File: src/rtl/adc_sample_averager.sv
// adc_sample_averager
//   Turns the MCP3202 SPI master's level-style DATA_VALID flag into single
//   sample events. It boxcar-averages 2^AVG_LOG2 consecutive samples with
//   rounding and presents each result on a valid/ready port.
//
//   Optional build macro: ADC_AVG_SIGNED_OUT_EN
//     defined   -> o_SAMPLE is two's complement centred on mid-scale
//     undefined -> o_SAMPLE is unsigned offset binary
//
// Ports
//   clk           system clock (same domain as the SPI master)
//   reset         synchronous, active-high reset
//   EN            block enable; EN=0 returns to IDLE and drops any partial sum
//   i_DATA        ADC word, stable while i_DATA_VALID is high
//   i_DATA_VALID  level flag, high for many cycles per sample
//   o_SAMPLE      averaged sample
//   o_VALID       o_SAMPLE holds an unconsumed result
//   i_READY       consumer accepts o_SAMPLE when o_VALID && i_READY
//   o_OVERRUN     one-cycle pulse when an unconsumed result is overwritten
//   o_BUSY        a partial average is being accumulated (count != 0)
module adc_sample_averager #(
  parameter int unsigned AVG_LOG2 = 2,
  parameter int unsigned DATA_W   = 12
) (
  input  logic              clk,
  input  logic              reset,
  input  logic              EN,
  input  logic [DATA_W-1:0] i_DATA,
  input  logic              i_DATA_VALID,
  output logic [DATA_W-1:0] o_SAMPLE,
  output logic              o_VALID,
  input  logic              i_READY,
  output logic              o_OVERRUN,
  output logic              o_BUSY
);

  localparam int unsigned ACC_W = DATA_W + AVG_LOG2;
  localparam int unsigned CNT_W = (AVG_LOG2 == 0) ? 1 : AVG_LOG2;
  localparam logic [CNT_W-1:0] CNT_LAST = CNT_W'((2 ** AVG_LOG2) - 1);
  // Half an LSB of the output for round-half-up; zero in pass-through.
  localparam logic [ACC_W-1:0] RND = ACC_W'((2 ** AVG_LOG2) / 2);

  typedef enum logic [1:0] {
    IDLE,
    ARM,
    ACCUM
  } state_t;

  state_t            state;
  logic              dv_q;
  logic [ACC_W-1:0]  acc;
  logic [CNT_W-1:0]  count;

  logic              strobe;
  logic              last;
  logic [ACC_W-1:0]  sum;
  logic [DATA_W-1:0] result;
  logic [DATA_W-1:0] out_word;

  always_comb begin
    strobe = i_DATA_VALID & ~dv_q & (state == ACCUM);
    // A completing strobe that coincides with EN=0 is discarded along with
    // the partial sum, so the result load is also gated by EN.
    last   = strobe & EN & (count == CNT_LAST);
    // Cannot overflow: N*(2^DATA_W-1) + N/2 < 2^(DATA_W+AVG_LOG2) for all N.
    sum    = acc + ACC_W'(i_DATA) + RND;
    result = DATA_W'(sum >> AVG_LOG2);
`ifdef ADC_AVG_SIGNED_OUT_EN
    out_word = {~result[DATA_W-1], result[DATA_W-2:0]};
`else
    out_word = result;
`endif
  end

  always_ff @(posedge clk) begin
    if (reset) begin
      state     <= IDLE;
      dv_q      <= 1'b0;
      acc       <= '0;
      count     <= '0;
      o_SAMPLE  <= '0;
      o_VALID   <= 1'b0;
      o_OVERRUN <= 1'b0;
      o_BUSY    <= 1'b0;
    end else begin
      dv_q <= i_DATA_VALID;

      // Output port: a new result always wins over a transfer in the same
      // cycle; overrun only when the old result was neither taken nor read.
      if (last) begin
        o_SAMPLE  <= out_word;
        o_VALID   <= 1'b1;
        o_OVERRUN <= o_VALID & ~i_READY;
      end else begin
        o_OVERRUN <= 1'b0;
        if (o_VALID && i_READY) begin
          o_VALID <= 1'b0;
        end
      end

      if (!EN) begin
        state  <= IDLE;
        acc    <= '0;
        count  <= '0;
        o_BUSY <= 1'b0;
      end else begin
        case (state)
          IDLE: begin
            state  <= ARM;
            acc    <= '0;
            count  <= '0;
            o_BUSY <= 1'b0;
          end
          // A flag already high at enable time belongs to a sample that may
          // have started before we were listening; wait for it to drop.
          ARM: begin
            if (!i_DATA_VALID) begin
              state <= ACCUM;
            end
          end
          ACCUM: begin
            if (strobe) begin
              if (last) begin
                acc    <= '0;
                count  <= '0;
                o_BUSY <= 1'b0;
              end else begin
                acc    <= acc + ACC_W'(i_DATA);
                count  <= count + CNT_W'(1);
                o_BUSY <= 1'b1;
              end
            end
          end
          default: begin
            state <= IDLE;
          end
        endcase
      end
    end
  end

endmodule

File: config.mk
export PLATFORM = sky130hd
export DESIGN_NAME = adc_sample_averager
export DESIGN_NICKNAME = d
export VERILOG_FILES = /design/src/rtl/adc_sample_averager.sv
export SDC_FILE = /design/constraint.sdc
export NUM_CORES = 1
export LEC_CHECK = 0
export ABC_AREA = 1
export BUFFER_PORTS_ARGS = -buffer_cell sky130_fd_sc_hd__buf_4
export CAP_MARGIN = 5
export CORE_ASPECT_RATIO = 1.1
export CORE_MARGIN = 10
export CORE_UTILIZATION = 30
export DETAILED_ROUTE_END_ITERATION = 7
export PLACE_DENSITY = 0.57
export SLEW_MARGIN = 10
export SYNTH_ARGS = -nofsm -noshare
export SYNTH_HDL_FRONTEND = slang
export SYNTH_SLANG_ARGS = --single-unit
File: constraint.sdc
create_clock -name clk -period 5.55 [get_ports clk]
set_input_delay 1.11 -clock clk [delete_from_list [all_inputs] [get_ports clk]]
set_output_delay 1.11 -clock clk [all_outputs]
set_load 0.005 [all_outputs]
==> results_dict.tcl, run 1 <==
set metrics [dict create \
    status "finished, final reports clean" \
    slowest_delay_ps 460 \
    period_needed_ps 3060 \
    fin_skew_ps 2.05 \
    wl_per_cell_um 11.8 \
    syn_nets 433 \
    fp.coreArea_um2 8000 \
    netlist.top_cell.by_area "dfxtp_1" \
    setup-tns-final_ps 0 \
    postCtsSetupBuffers 0 \
    worstSetupStartpointType "input pin" \
    rows 34 \
    hpwlAfterDp_um 5110 \
    cpMostUsedCell "nand2_1" \
    holdPathStages 2 \
    drt_wl_total_um 6400 \
    finalSetupViolCount 0 \
    route.detailed.drc 0 \
    cp.arrival_ps 3250 \
    cts_buffers 5 \
    antenna_found_initial 0 \
    routabilityCongestion 0.861 \
    layout-drive-gt1-share 0.173 \
    ys_warn_count 0 \
    seqPwrFrac 0.480 \
    layout_commonest_cell "nand2_1" \
    critPathSlowestCell "fa_1" \
    grt_pass1_vias 2519 \
    cts_tree "yes" \
    pwr-share-comb 0.127 \
    netlist_area_um2 2500 \
    num_vias 2551 \
    htreeDepth 2 \
    drtAntennaViolNets 0 \
    max-clock-path-buffers 2 \
    synth.top_cell.area_share 0.273 \
    crit_required_ps 5750 \
    diodes 0 \
    ir_drop_uv 89.9 \
    root_buffer "clkbuf_8" \
    dieArea_um2 12400 \
    start_util 0.312 \
    grt_pass1_wl_um 11200 \
    critPathKind "in2reg" \
    p_sw_frac 0.283 \
    clk_pin_slew_ps 80 \
    hold_class "reg2reg" \
    synth.yosys.seq_area_share 0.273 \
    syn_area_per_cell_um2 6.23 \
    worstRegToRegCells 16 \
    crit_fanout 4 \
    syn-instance-count 401 \
    hold_viol_final 0 \
    die_y_um 116 \
    dp.cells 534 \
    p_switching_uw 145 \
    crit_chain "buf_4 -> ha_1 -> fa_1 -> or2_2 -> nand2_1 -> inv_1 -> ha_1 -> nand3_1 -> nor2_4 -> nand3_1 -> nor2_1 -> nand2_1 -> nand2_1 -> inv_1 -> o21ai_1 -> nand2_1 -> inv_1" \
    ys_ff_latch 34 \
    slew_violations 0 \
    min_period_over_period 0.551 \
    cap_violations 0 \
    intPower_uw 368 \
    die_x_um 107 \
    cp-end-kind "flip-flop" \
    p_leak_nw 1.50 \
    instances_no_fill 542 \
    drtIter0Drc 127 \
    clock_sinks 34 \
    via_per_inst 4.71 \
    final_cell_mix "nand2_1, inv_1, dfxtp_1" \
    relSlewSlack 0.280 \
    io_buffers 31 \
    rsz0062_at_grt "no" \
    grtUsageTotal 0.109 \
    nNetsFinal 465 \
    tightest_slew_ps 1080 \
    overflow 0 \
    hold_buffers 0 \
    ys_top_cells_by_area "dfxtp_1, nand2_1, inv_1" \
    cts_resized 0 \
    grt_max_degree 20 \
    fill_cells 894 \
    area_growth_pct 17.1 \
    io_pins 32 \
    clock_power_share 0.393 \
    dp_slack_ps 2200 \
    synth_cell_type_count 31 \
    fmax_mhz 327 \
    powerDensity_nw_per_um2 175 \
    firstDrtPassIters 4 \
    setup_ws_ps 2490 \
    worstSkewPairLatency_ps 290 \
]
## synth_stat cells, drive strengths merged
| library cell | count |
|---|---|
| nand4 | 5 |
| dfxtp | 34 |
| a21oi | 26 |
| ha | 14 |
| buf | 3 |
| fa | 1 |
| a211oi | 2 |
| or2 | 1 |
| xnor2 | 1 |
| o21ai | 11 |
| nor4 | 1 |
| nor2 | 27 |
| nor3 | 3 |
| clkinv | 1 |
| nand3 | 39 |
| nand2 | 159 |
| inv | 63 |
| o31ai | 1 |
| o211ai | 3 |
| clkbuf | 3 |
| xor2 | 3 |
## cell type report
type | count | area, um^2 | share of cell area
clock buffer | 6 | 82.6 | 0.0282
tap | 108 | 135 | 0.0462
sequential | 34 | 681 | 0.233
timing repair buffer | 31 | 233 | 0.0796
multi-input combinational | 297 | 1540 | 0.527
clock inverter | 2 | 12.5 | 0.00428
inverter | 64 | 240 | 0.0821
## critical path, delay by kind of cell
family | cells | cell delay [ps]
adder cells (fa/ha/maj) | 3 | 950
AO/OA/AOI/OAI | 1 | 50
buffers and inverters | 4 | 260
AND/OR/NAND/NOR | 9 | 880
## worst paths after layout
check | slack, ps | startpoint | endpoint
max | 2490 | i_DATA[0] | o_SAMPLE[7]
min | 460 | o_VALID | o_OVERRUN
max reg2reg | 3110 | acc[0] | o_SAMPLE[7]
min reg2reg | 460 | o_VALID | o_OVERRUN
## state kept, by name (all words and copies together), names as in the netlist
| name | cells |
|---|---|
| dv_q | 1 |
| o_VALID | 1 |
| o_OVERRUN | 1 |
| acc | 14 |
| count | 2 |
| state | 2 |
| o_SAMPLE | 12 |
| o_BUSY | 1 |
## power by group through the flow
stage                     Combinational (mW)  Clock [mW]  Sequential [mW]
after global routing                  0.0740       0.219            0.246
after detailed placement              0.0651           0            0.252
after CTS                             0.0655       0.211            0.246
final                                 0.0650       0.201            0.246
after global placement                0.0647           0            0.252
after floorplan                       0.0437           0            0.252
## layer usage
layer | up-vias | share of wire | track usage | wire, um
li1 | 1322 | - | - | -
met1 | 1164 | 0.46 | 0.129 | 2950
met2 | 55 | 0.46 | 0.186 | 2940
met3 | 10 | 0.057 | 0.0278 | 366
met4 | 0 | 0.022 | 0.0388 | 144
met5 | - | 0 | 0 | 0
## kinds of logic (layout without fill, tap and decap cells)
group / after synthesis / in the layout / share of synthesized area
xor gates and xnor gates: 4 / 4 / 0.0140
AOI/OAI and AO/OA: 43 / 43 / 0.0952
buffers and inverters: 70 / 103 / 0.110
DFF: 34 / 34 / 0.273
adders and majority gates: 15 / 15 / 0.0782
and+or+nand+nor: 235 / 235 / 0.430
## stage by stage
step	power, mW	area, um^2	hold slack (ps)	utilization
finish	0.512	2930	461	0.366
CTS	0.522	2930	465	0.366
global route	0.540	2930	493	0.366
detailed placement	0.317	2830	450	0.354
floorplan	0.295	2500	445	-
global placement	0.317	2830	453	0.354
Power figures use the tool's default switching activity.
==> run 2, diff against run 1 <==
==> constraint.sdc (replaced) <==
create_clock -name clk -period 3.1 [get_ports clk]
set_input_delay 0.62 -clock clk [delete_from_list [all_inputs] [get_ports clk]]
set_output_delay 0.62 -clock clk [all_outputs]
set_load 0.005 [all_outputs]
==> run 2 against run 1 <==
  * Clock power increased by 77%
  * First-iteration DRC count decreased by 5.5%
  * Flip-flop and latch count unchanged
  * Register-to-register slack got worse by 2400 ps
  * Worst setup slack got worse by 1900 ps
  * Highest routed layer unchanged
  * Clock skew increased by 2.3 ps
  * Final cell count increased by 0.18%
==> results_dict.tcl, run 2 (synthesized netlist as in run 1, its figures left out) <==
set metrics [dict create \
    status "finished, final reports clean" \
    hold_class "reg2reg" \
    die_x_um 107 \
    dp.cells 535 \
    p_switching_uw 254 \
    crit_buf_inv 4 \
    seqPwrFrac 0.483 \
    regArea_um2 681 \
    area_growth_pct 17.4 \
    fin_skew_ps 4.38 \
    clock_power_share 0.389 \
    diodes 0 \
    multi_input_area_um2 1540 \
    pwr-share-comb 0.128 \
    rr_startpoint "acc[0]" \
    dieArea_um2 12400 \
    power_uw 912 \
    worstSetupStartpointType "input pin" \
    postCtsSetupBuffers 0 \
    crit_chain "buf_4 -> ha_1 -> fa_1 -> or2_2 -> nand2_1 -> inv_1 -> ha_1 -> nand3_1 -> nor2_4 -> nand3_1 -> nor2_1 -> nand2_1 -> nand2_1 -> inv_1 -> o21ai_1 -> nand2_1 -> inv_1" \
    tightest_slew_ps 1110 \
    fmax_mhz 395 \
    grt_max_degree 20 \
    clock_sinks 34 \
    finalSetupViolCount 0 \
    cap_violations 0 \
    placed_area_um2 2840 \
    crit_required_ps 3290 \
    cpLargestDelayFamily "adder cells" \
    root_buffer "clkbuf_8" \
    critPathKind "in2reg" \
    layout-drive-gt1-share 0.175 \
    hp-start "o_VALID" \
    io_buffers 31 \
    grt_pass1_wl_um 11300 \
    setup-tns-final_ps 0 \
    grtUsageTotal 0.111 \
    p_sw_frac 0.279 \
    wl_per_cell_um 11.8 \
    num_vias 2491 \
    clk_pin_slew_ps 80 \
    cts_buffers 5 \
    final_cell_mix "nand2_1, inv_1, dfxtp_1" \
    layout_commonest_cell "nand2_1" \
    via_per_inst 4.59 \
    intPower_uw 658 \
    reg_top3 "acc: 14 flops, o_SAMPLE: 12 flops" \
    period_needed_ps 2530 \
    ir_drop_uv 212 \
    crit_start "i_DATA[0]" \
    powerDensity_nw_per_um2 311 \
    cp-end-kind "flip-flop" \
    io_pins 32 \
    cts_tree "yes" \
    cp.arrival_ps 2730 \
    cts_resized 0 \
    min_period_over_period 0.818 \
    htreeDepth 2 \
    slowest_delay_ps 450 \
    routabilityCongestion 0.867 \
    final_cell_area_um2 2930 \
    cpMostUsedCell "nand2_1" \
    antenna_found_initial 0 \
    crit_fanout 4 \
    instances_no_fill 543 \
    critPathSlowestCell "fa_1" \
    drtIter0Drc 120 \
    final_util 0.367 \
    start_util 0.312 \
    nNetsFinal 466 \
    max-clock-path-buffers 2 \
    rsz0062_at_grt "no" \
    relSlewSlack 0.259 \
    drtAntennaViolNets 0 \
    route.detailed.drc 0 \
    die_y_um 116 \
    largest_reg_flops 14 \
    fill_cells 907 \
    rows 34 \
    grt_pass1_vias 2503 \
    overflow 0 \
    p_leak_nw 1.50 \
    hpwlAfterDp_um 5090 \
    slew_violations 0 \
    firstDrtPassIters 4 \
    fp.coreArea_um2 8000 \
    worstSkewPairLatency_ps 290 \
    hold_viol_final 0 \
    hold_buffers 0 \
    drt_wl_total_um 6390 \
    regMostFlops "acc" \
]
[run 2: cell types whose count changed in the layout (fill, tap and decap cells not counted), sizes merged]
cell	previous run	this run
buf	31	32
[run 2: final timing paths]
kind                                    end  slack [ps]  cells past startpoint
worst max register to register  o_SAMPLE[7]         700                     16
worst min register to register    o_OVERRUN         460                      2
worst min-delay path              o_OVERRUN         460                      2
worst max-delay path            o_SAMPLE[7]         570                     17
[run 2: power by group through the flow]
stage	sequential (mW)	clock [mW]	combinational [mW]
4_1_cts	0.441	0.369	0.118
2_1_floorplan	0.451	0	0.0783
5_1_grt	0.441	0.384	0.134
3_5_place_dp	0.451	0	0.117
6_report	0.441	0.355	0.117
3_3_place_gp	0.451	0	0.117
[run 2: stage by stage]
| stage | setup WS [ps] | hold WS (ps) |
|---|---|---|
| 2_1_floorplan | 574 | 445 |
| 3_3_place_gp | 316 | 452 |
| 3_5_place_dp | 248 | 455 |
| 4_1_cts | 563 | 469 |
| 5_1_grt | 333 | 485 |
| 6_report | 566 | 462 |
[run 2: worst min-delay path: cells and delay by family (launching register included)]
kind	cells	cell delay, ps
simple gates	1	50
flops	1	310
buf+inv	1	60
[run 2: final cells by class]
cell class | count | share of cell area
Multi-Input combinational cell | 297 | 0.526
Sequential cell | 34 | 0.232
Clock buffer | 6 | 0.0282
Clock inverter | 2 | 0.00427
Tap cell | 108 | 0.0461
Timing Repair Buffer | 32 | 0.0819
Inverter | 64 | 0.0819
[run 2: layer usage]
layer / part of all wire / routed length (um) / vias up / track usage
met1: 0.46 / 2950 / 1106 / 0.133
met2: 0.46 / 2950 / 48 / 0.185
met5: 0 / 0 / - / 0
met3: 0.045 / 290 / 13 / 0.0300
met4: 0.030 / 193 / 0 / 0.0434
li1: - / - / 1324 / -
